**src/rtl/score_text_pkg.sv**
```systemverilog
// Shared types, constants and the character-select helper for the
// "SCORE: TT" HUD text writer.
package score_text_pkg;

  typedef enum logic [1:0] {
    IDLE,
    LOAD,
    WRITE,
    FIN
  } state_t;

  localparam int STR_LEN   = 9;
  localparam int LABEL_LEN = 7;

  localparam logic [6:0] ASCII_SPACE = 7'h20;
  localparam logic [6:0] ASCII_ZERO  = 7'h30;

  // Fixed "SCORE: " prefix, one entry per character position.
  localparam logic [6:0] LABEL [LABEL_LEN] = '{
    7'h53, 7'h43, 7'h4F, 7'h52, 7'h45, 7'h3A, 7'h20
  };

  // Map a string position to its character: label text first, then the
  // (optionally blanked) tens digit, then the ones digit.
  function automatic logic [6:0] char_sel(
    input logic [3:0] idx,
    input logic [6:0] tens,
    input logic [6:0] ones,
    input logic       blank_lead
  );
    logic [6:0] ch;
    ch = ones;
    if (idx < 4'(LABEL_LEN)) begin
      ch = LABEL[idx[2:0]];
    end else if (idx == 4'(LABEL_LEN)) begin
      ch = (blank_lead && (tens == ASCII_ZERO)) ? ASCII_SPACE : tens;
    end
    return ch;
  endfunction

endpackage

```
**src/rtl/score_text_writer.sv**
```systemverilog
// Writes the HUD string "SCORE: TT" into the character text buffer, one
// character per valid/ready handshake. The whole string is rewritten after
// reset and on every score update; updates arriving mid-string are
// coalesced into a single rewrite once the current string finishes.
module score_text_writer
  import score_text_pkg::*;
#(
  parameter int BASE_ADDR  = 0,
  parameter int ADDR_WIDTH = 11,
  parameter int BLANK_LEAD = 1
) (
  input  logic                  clk,
  input  logic                  rst_n,
  input  logic [6:0]            ascii_tens,
  input  logic [6:0]            ascii_ones,
  input  logic                  update,
  output logic                  wr_valid,
  input  logic                  wr_ready,
  output logic [ADDR_WIDTH-1:0] wr_addr,
  output logic [6:0]            wr_char,
  output logic                  busy,
  output logic                  done
);

  localparam logic [ADDR_WIDTH-1:0] BASE = ADDR_WIDTH'(BASE_ADDR);
  localparam logic [3:0]            LAST_IDX = 4'(STR_LEN - 1);

  state_t                state, state_nx;
  logic [3:0]            index, index_nx;
  logic                  pending, pending_nx;
  logic [6:0]            tens_q, tens_nx;
  logic [6:0]            ones_q, ones_nx;
  logic                  wr_valid_nx;
  logic [ADDR_WIDTH-1:0] wr_addr_nx;
  logic [6:0]            wr_char_nx;
  logic                  busy_nx;
  logic                  done_nx;

  // State, latched digits and all outputs are registered; pending starts
  // set so the string is written once straight out of reset.
  always_ff @(posedge clk or negedge rst_n) begin
    if (!rst_n) begin
      state    <= IDLE;
      index    <= '0;
      pending  <= 1'b1;
      tens_q   <= ASCII_ZERO;
      ones_q   <= ASCII_ZERO;
      wr_valid <= 1'b0;
      wr_addr  <= '0;
      wr_char  <= '0;
      busy     <= 1'b0;
      done     <= 1'b0;
    end else begin
      state    <= state_nx;
      index    <= index_nx;
      pending  <= pending_nx;
      tens_q   <= tens_nx;
      ones_q   <= ones_nx;
      wr_valid <= wr_valid_nx;
      wr_addr  <= wr_addr_nx;
      wr_char  <= wr_char_nx;
      busy     <= busy_nx;
      done     <= done_nx;
    end
  end

  // Next-state and next-output logic; digits are latched only in IDLE so a
  // string is never built from two different scores.
  always_comb begin
    state_nx    = state;
    index_nx    = index;
    pending_nx  = pending;
    tens_nx     = tens_q;
    ones_nx     = ones_q;
    wr_valid_nx = wr_valid;
    wr_addr_nx  = wr_addr;
    wr_char_nx  = wr_char;
    busy_nx     = busy;
    done_nx     = 1'b0;

    case (state)
      IDLE: begin
        busy_nx     = 1'b0;
        wr_valid_nx = 1'b0;
        if (pending || update) begin
          tens_nx    = ascii_tens;
          ones_nx    = ascii_ones;
          pending_nx = 1'b0;
          index_nx   = '0;
          busy_nx    = 1'b1;
          state_nx   = LOAD;
        end
      end

      LOAD: begin
        if (update) pending_nx = 1'b1;
        wr_addr_nx  = BASE + ADDR_WIDTH'(index);
        wr_char_nx  = char_sel(index, tens_q, ones_q, BLANK_LEAD != 0);
        wr_valid_nx = 1'b1;
        state_nx    = WRITE;
      end

      WRITE: begin
        if (update) pending_nx = 1'b1;
        if (wr_ready) begin
          wr_valid_nx = 1'b0;
          if (index == LAST_IDX) begin
            done_nx  = 1'b1;
            state_nx = FIN;
          end else begin
            index_nx = index + 4'd1;
            state_nx = LOAD;
          end
        end
      end

      FIN: begin
        if (update) pending_nx = 1'b1;
        busy_nx  = 1'b0;
        state_nx = IDLE;
      end

      default: begin
        state_nx    = IDLE;
        busy_nx     = 1'b0;
        wr_valid_nx = 1'b0;
      end
    endcase
  end

endmodule

```
**config.mk**
```make
export PLATFORM = sky130hd
export DESIGN_NAME = score_text_writer
export DESIGN_NICKNAME = d
export VERILOG_FILES = /design/src/rtl/score_text_pkg.sv /design/src/rtl/score_text_writer.sv
export SDC_FILE = /design/constraint.sdc
export NUM_CORES = 1
export LEC_CHECK = 0
export CORE_MARGIN = 8
export CORE_UTILIZATION = 40
export CTS_CLUSTER_SIZE = 24
export DETAILED_ROUTE_END_ITERATION = 10
export GPL_TIMING_DRIVEN = 0
export PLACE_DENSITY_LB_ADDON = 0.12
export SLEW_MARGIN = 25
export SYNTH_ARGS = -nofsm -noshare
export SYNTH_HDL_FRONTEND = slang
export SYNTH_SLANG_ARGS = --single-unit
```
**constraint.sdc**
```tcl
create_clock -name clk -period 2.4 [get_ports clk]
set_input_delay 0.24 -clock clk [delete_from_list [all_inputs] [get_ports clk]]
set_output_delay 0.24 -clock clk [all_outputs]
set_load 0.02 [all_outputs]
```
==> flow_summary_export.csv <==
group,metric,value,unit
synth,postSynthAreaPerCell,11.39,µm²
timing,skew,6.996,ps
status,status,"completed",
grt,grt_pass1_wl,6803,µm
routing,vias,1252,
floorplanning,die_x,83.07,µm
worst_setup_path,worstPathRequired,2580,ps
floorplanning,rows,24,
place,port_buffers,31,
synth,ys_types,39,
timing,fmax,486.0,MHz
timing,setup_ws,342.5,ps
synth,ys.flop_type,"dfrtp_1",
grt,grt_overflow,0,
synth,netlist_instances,158,
cts,h-tree-depth,2,
floorplanning,ios,39,
pwr,p_total,2.795,mW
worst_setup_path,critPathLaunchType,"flop",
cells_and_area,drive_above_1_share,24.88,%
synth,yosysWarnings,0,
synth,synthArstFlopShare,100.0,%
timing,worst_pin_slew,578.7,ps
grt,antenna_found_initial,0,
timing,grt_setup_unrepaired,"false",
pwr,ir_drop,0.5241,mV
cts,clk-insertion-delay-late,290,ps
floorplanning,dieArea,6900,µm²
synth,synth_edf_count,0,
timing,slew_viol_final,0,
grt,first_global_vias,1385,
cells_and_area,utilization,53.79,%
cts,clockRootBuffer,"clkbuf_8",
cts,cts_setup_buffers,0,
cts,cts_hold_buf,1,
timing,setup_tns,0,ps
cts,cts_buffers,5,
timing,relSlewSlack,61.16,%
worst_setup_path,worstPathArrival,2240,ps
synth,syn_area,1799,µm²
floorplanning,die_h,83.07,µm
grt,grt_max_degree,22,
pwr,leakage,1.035,nW
routing,via_per_inst,4.872,
routing,drc,0,
worst_setup_path,crit_cells,5,
min_path,hold_class,"primary input to async pin",
pwr,powerDensity,1193,nW/µm²
flow_run,drv_cap,0,
cells_and_area,syn2layout_area_growth,30.18,%
synth,yosysSeqAreaShare,49.03,%
timing,setup_viol,0,
cts,cts_resized,0,
place,dp_hpwl,2927,µm
routing,drt_pre_antenna_iters,4,
worst_setup_path,critPathBufInv,2,
cts,cts.path.max_buffers,2,
routing,ant_nets,0,
grt,gr-usage-all-layers,11.95,%
worst_setup_path,worst-path-max-fanout,10,
timing,layout_min_cycle_time,2057,ps
worst_setup_path,path_cells,"inv_1, ha_1, o21ai_1, buf_2, mux2_2",
routing,drt-total-wl,3857,µm
worst_setup_path,cp_top_family,"flip-flops",
routing,drt_iter0_markers,71,
worst_setup_path,worstSetupEndpointType,"flop",
cells_and_area,multi_input_area,815.8,µm²
cells_and_area,fillers,382,
cells_and_area,n_antenna_cell,0,
place,pre_cts_ws,345.1,ps
cts,clkTransAtPathRegs,70,ps
worst_setup_path,critical_path_class,"flop to flop",
worst_setup_path,reg2regPathDepth,5,
floorplanning,initial_core_util,41.32,%
cts,cts_tree,"built",
worst_setup_path,slowest_delay,450,ps
timing,fin_crit_sh,85.73,%
cts,cts.sinks,35,
floorplanning,coreArea,4354,µm²
cells_and_area,seqCellArea,882.1,µm²
worst_setup_path,r2r_setup_slack,340,ps
timing,hold_viol_final,0,
routing,wl_per_cell,15.01,µm
worst_setup_path,slowest_stage,"dfrtp_1",
cells_and_area,final_nets,232,
synth,synth-seq-cells,35,
place,place_congestion,0.7671,
-- area by class of cell --
| class | instances | share of cell area, % |
|---|---|---|
| Buffer | 14 | 3.846 |
| Multi-Input combinational cell | 106 | 34.83 |
| Clock inverter | 3 | 1.870 |
| Timing Repair Buffer | 33 | 14.64 |
| Tap cell | 52 | 2.778 |
| Sequential cell | 35 | 37.66 |
| Inverter | 9 | 1.442 |
| Clock buffer | 5 | 2.938 |
-- sequential cells by signal (all words and copies together), names as in the netlist --
signal,flops
wr_valid,1
tens_q,7
wr_char,7
wr_addr,4
busy,1
ones_q,7
index,4
state,2
pending,1
done,1
-- kinds of logic (layout without fill, tap and decap cells) --
family	count (synthesis)	after routing	synth area share (%)
and+or+nand+nor	39	39	12.80
AOI/OAI and AO/OA	31	31	12.24
other	1	7	0.2084
buffers and inverters	23	64	6.884
DFF	35	35	49.03
muxes	19	19	11.89
adders and majority gates	10	10	6.954
-- placed cells by master (no fill, tap or decap), types with 5 or more instances in the layout --
cell | netlist | final
dfrtp_1 | 30 | 30
clkdlybuf4s50_1 | 0 | 30
mux2_2 | 19 | 19
ha_1 | 10 | 10
inv_1 | 9 | 9
nor2_1 | 8 | 8
o21ai_0 | 8 | 8
a21oi_1 | 7 | 7
buf_4 | 7 | 7
conb_1 | 1 | 7
nor2b_1 | 5 | 5
nand2_1 | 5 | 5
clkbuf_8 | 0 | 5
dfstp_2 | 5 | 5
-- routing by layer --
| metal | up-vias | GRT usage [%] | share of wire [%] |
|---|---|---|---|
| li1 | 625 | - | - |
| met4 | 0 | 4.792 | 1.7 |
| met1 | 591 | 14.66 | 47 |
| met5 | - | 0 | 0 |
| met3 | 8 | 5.176 | 6.2 |
| met2 | 28 | 17.89 | 45 |
-- synth_stat cells, drive strengths merged (2+ instances only) --
| cell type | instances | area, µm² |
|---|---|---|
| inv | 9 | 33.78 |
| clkbuf | 3 | 11.26 |
| and3 | 2 | 12.51 |
| o21ai | 10 | 53.80 |
| a211oi | 3 | 35.03 |
| dfstp | 5 | 131.4 |
| mux2 | 19 | 214.0 |
| and2 | 3 | 20.02 |
| nand2b | 4 | 25.02 |
| nand2 | 5 | 18.77 |
| buf | 11 | 78.82 |
| ha | 10 | 125.1 |
| a21oi | 7 | 35.03 |
| a22o | 3 | 27.53 |
| nand3b | 4 | 30.03 |
| nand3 | 4 | 20.02 |
| nor2 | 8 | 30.03 |
| nor2b | 6 | 45.04 |
| dfrtp | 30 | 750.7 |
-- path summary, 6_finish.rpt --
path / from / to
worst max-delay path: state[0] / tens_q[2]
worst min-delay path: rst_n / index[1]
worst max register to register: state[0] / tens_q[2]
min in group clk: busy / busy
worst min register to register: busy / busy
max in group asynchronous: rst_n / pending
-- through the flow --
step | hold WS [ps] | cells | area, µm²
floorplan | -55.59 | 164 | 1822
global placement | 474.9 | 247 | 2197
detailed placement | 187.7 | 248 | 2220
CTS | 416.7 | 257 | 2342
global route | 445.2 | 257 | 2342
finish | 402.2 | 257 | 2342
-- worst register-to-register path: cells and delay by family, from the launching register on --
| kind | cells | cell delay [ps] |
|---|---|---|
| mux | 1 | 370 |
| flops | 1 | 450 |
| fa+ha+maj | 1 | 320 |
| buf+inv | 2 | 440 |
| compound gates | 1 | 370 |
-- power by group --
group / internal (mW) / switching (mW)
clock: 0.309 / 0.223
combinational: 0.613 / 0.598
sequential: 0.875 / 0.177
No activity file was read; power rests on OpenSTA's default activity.
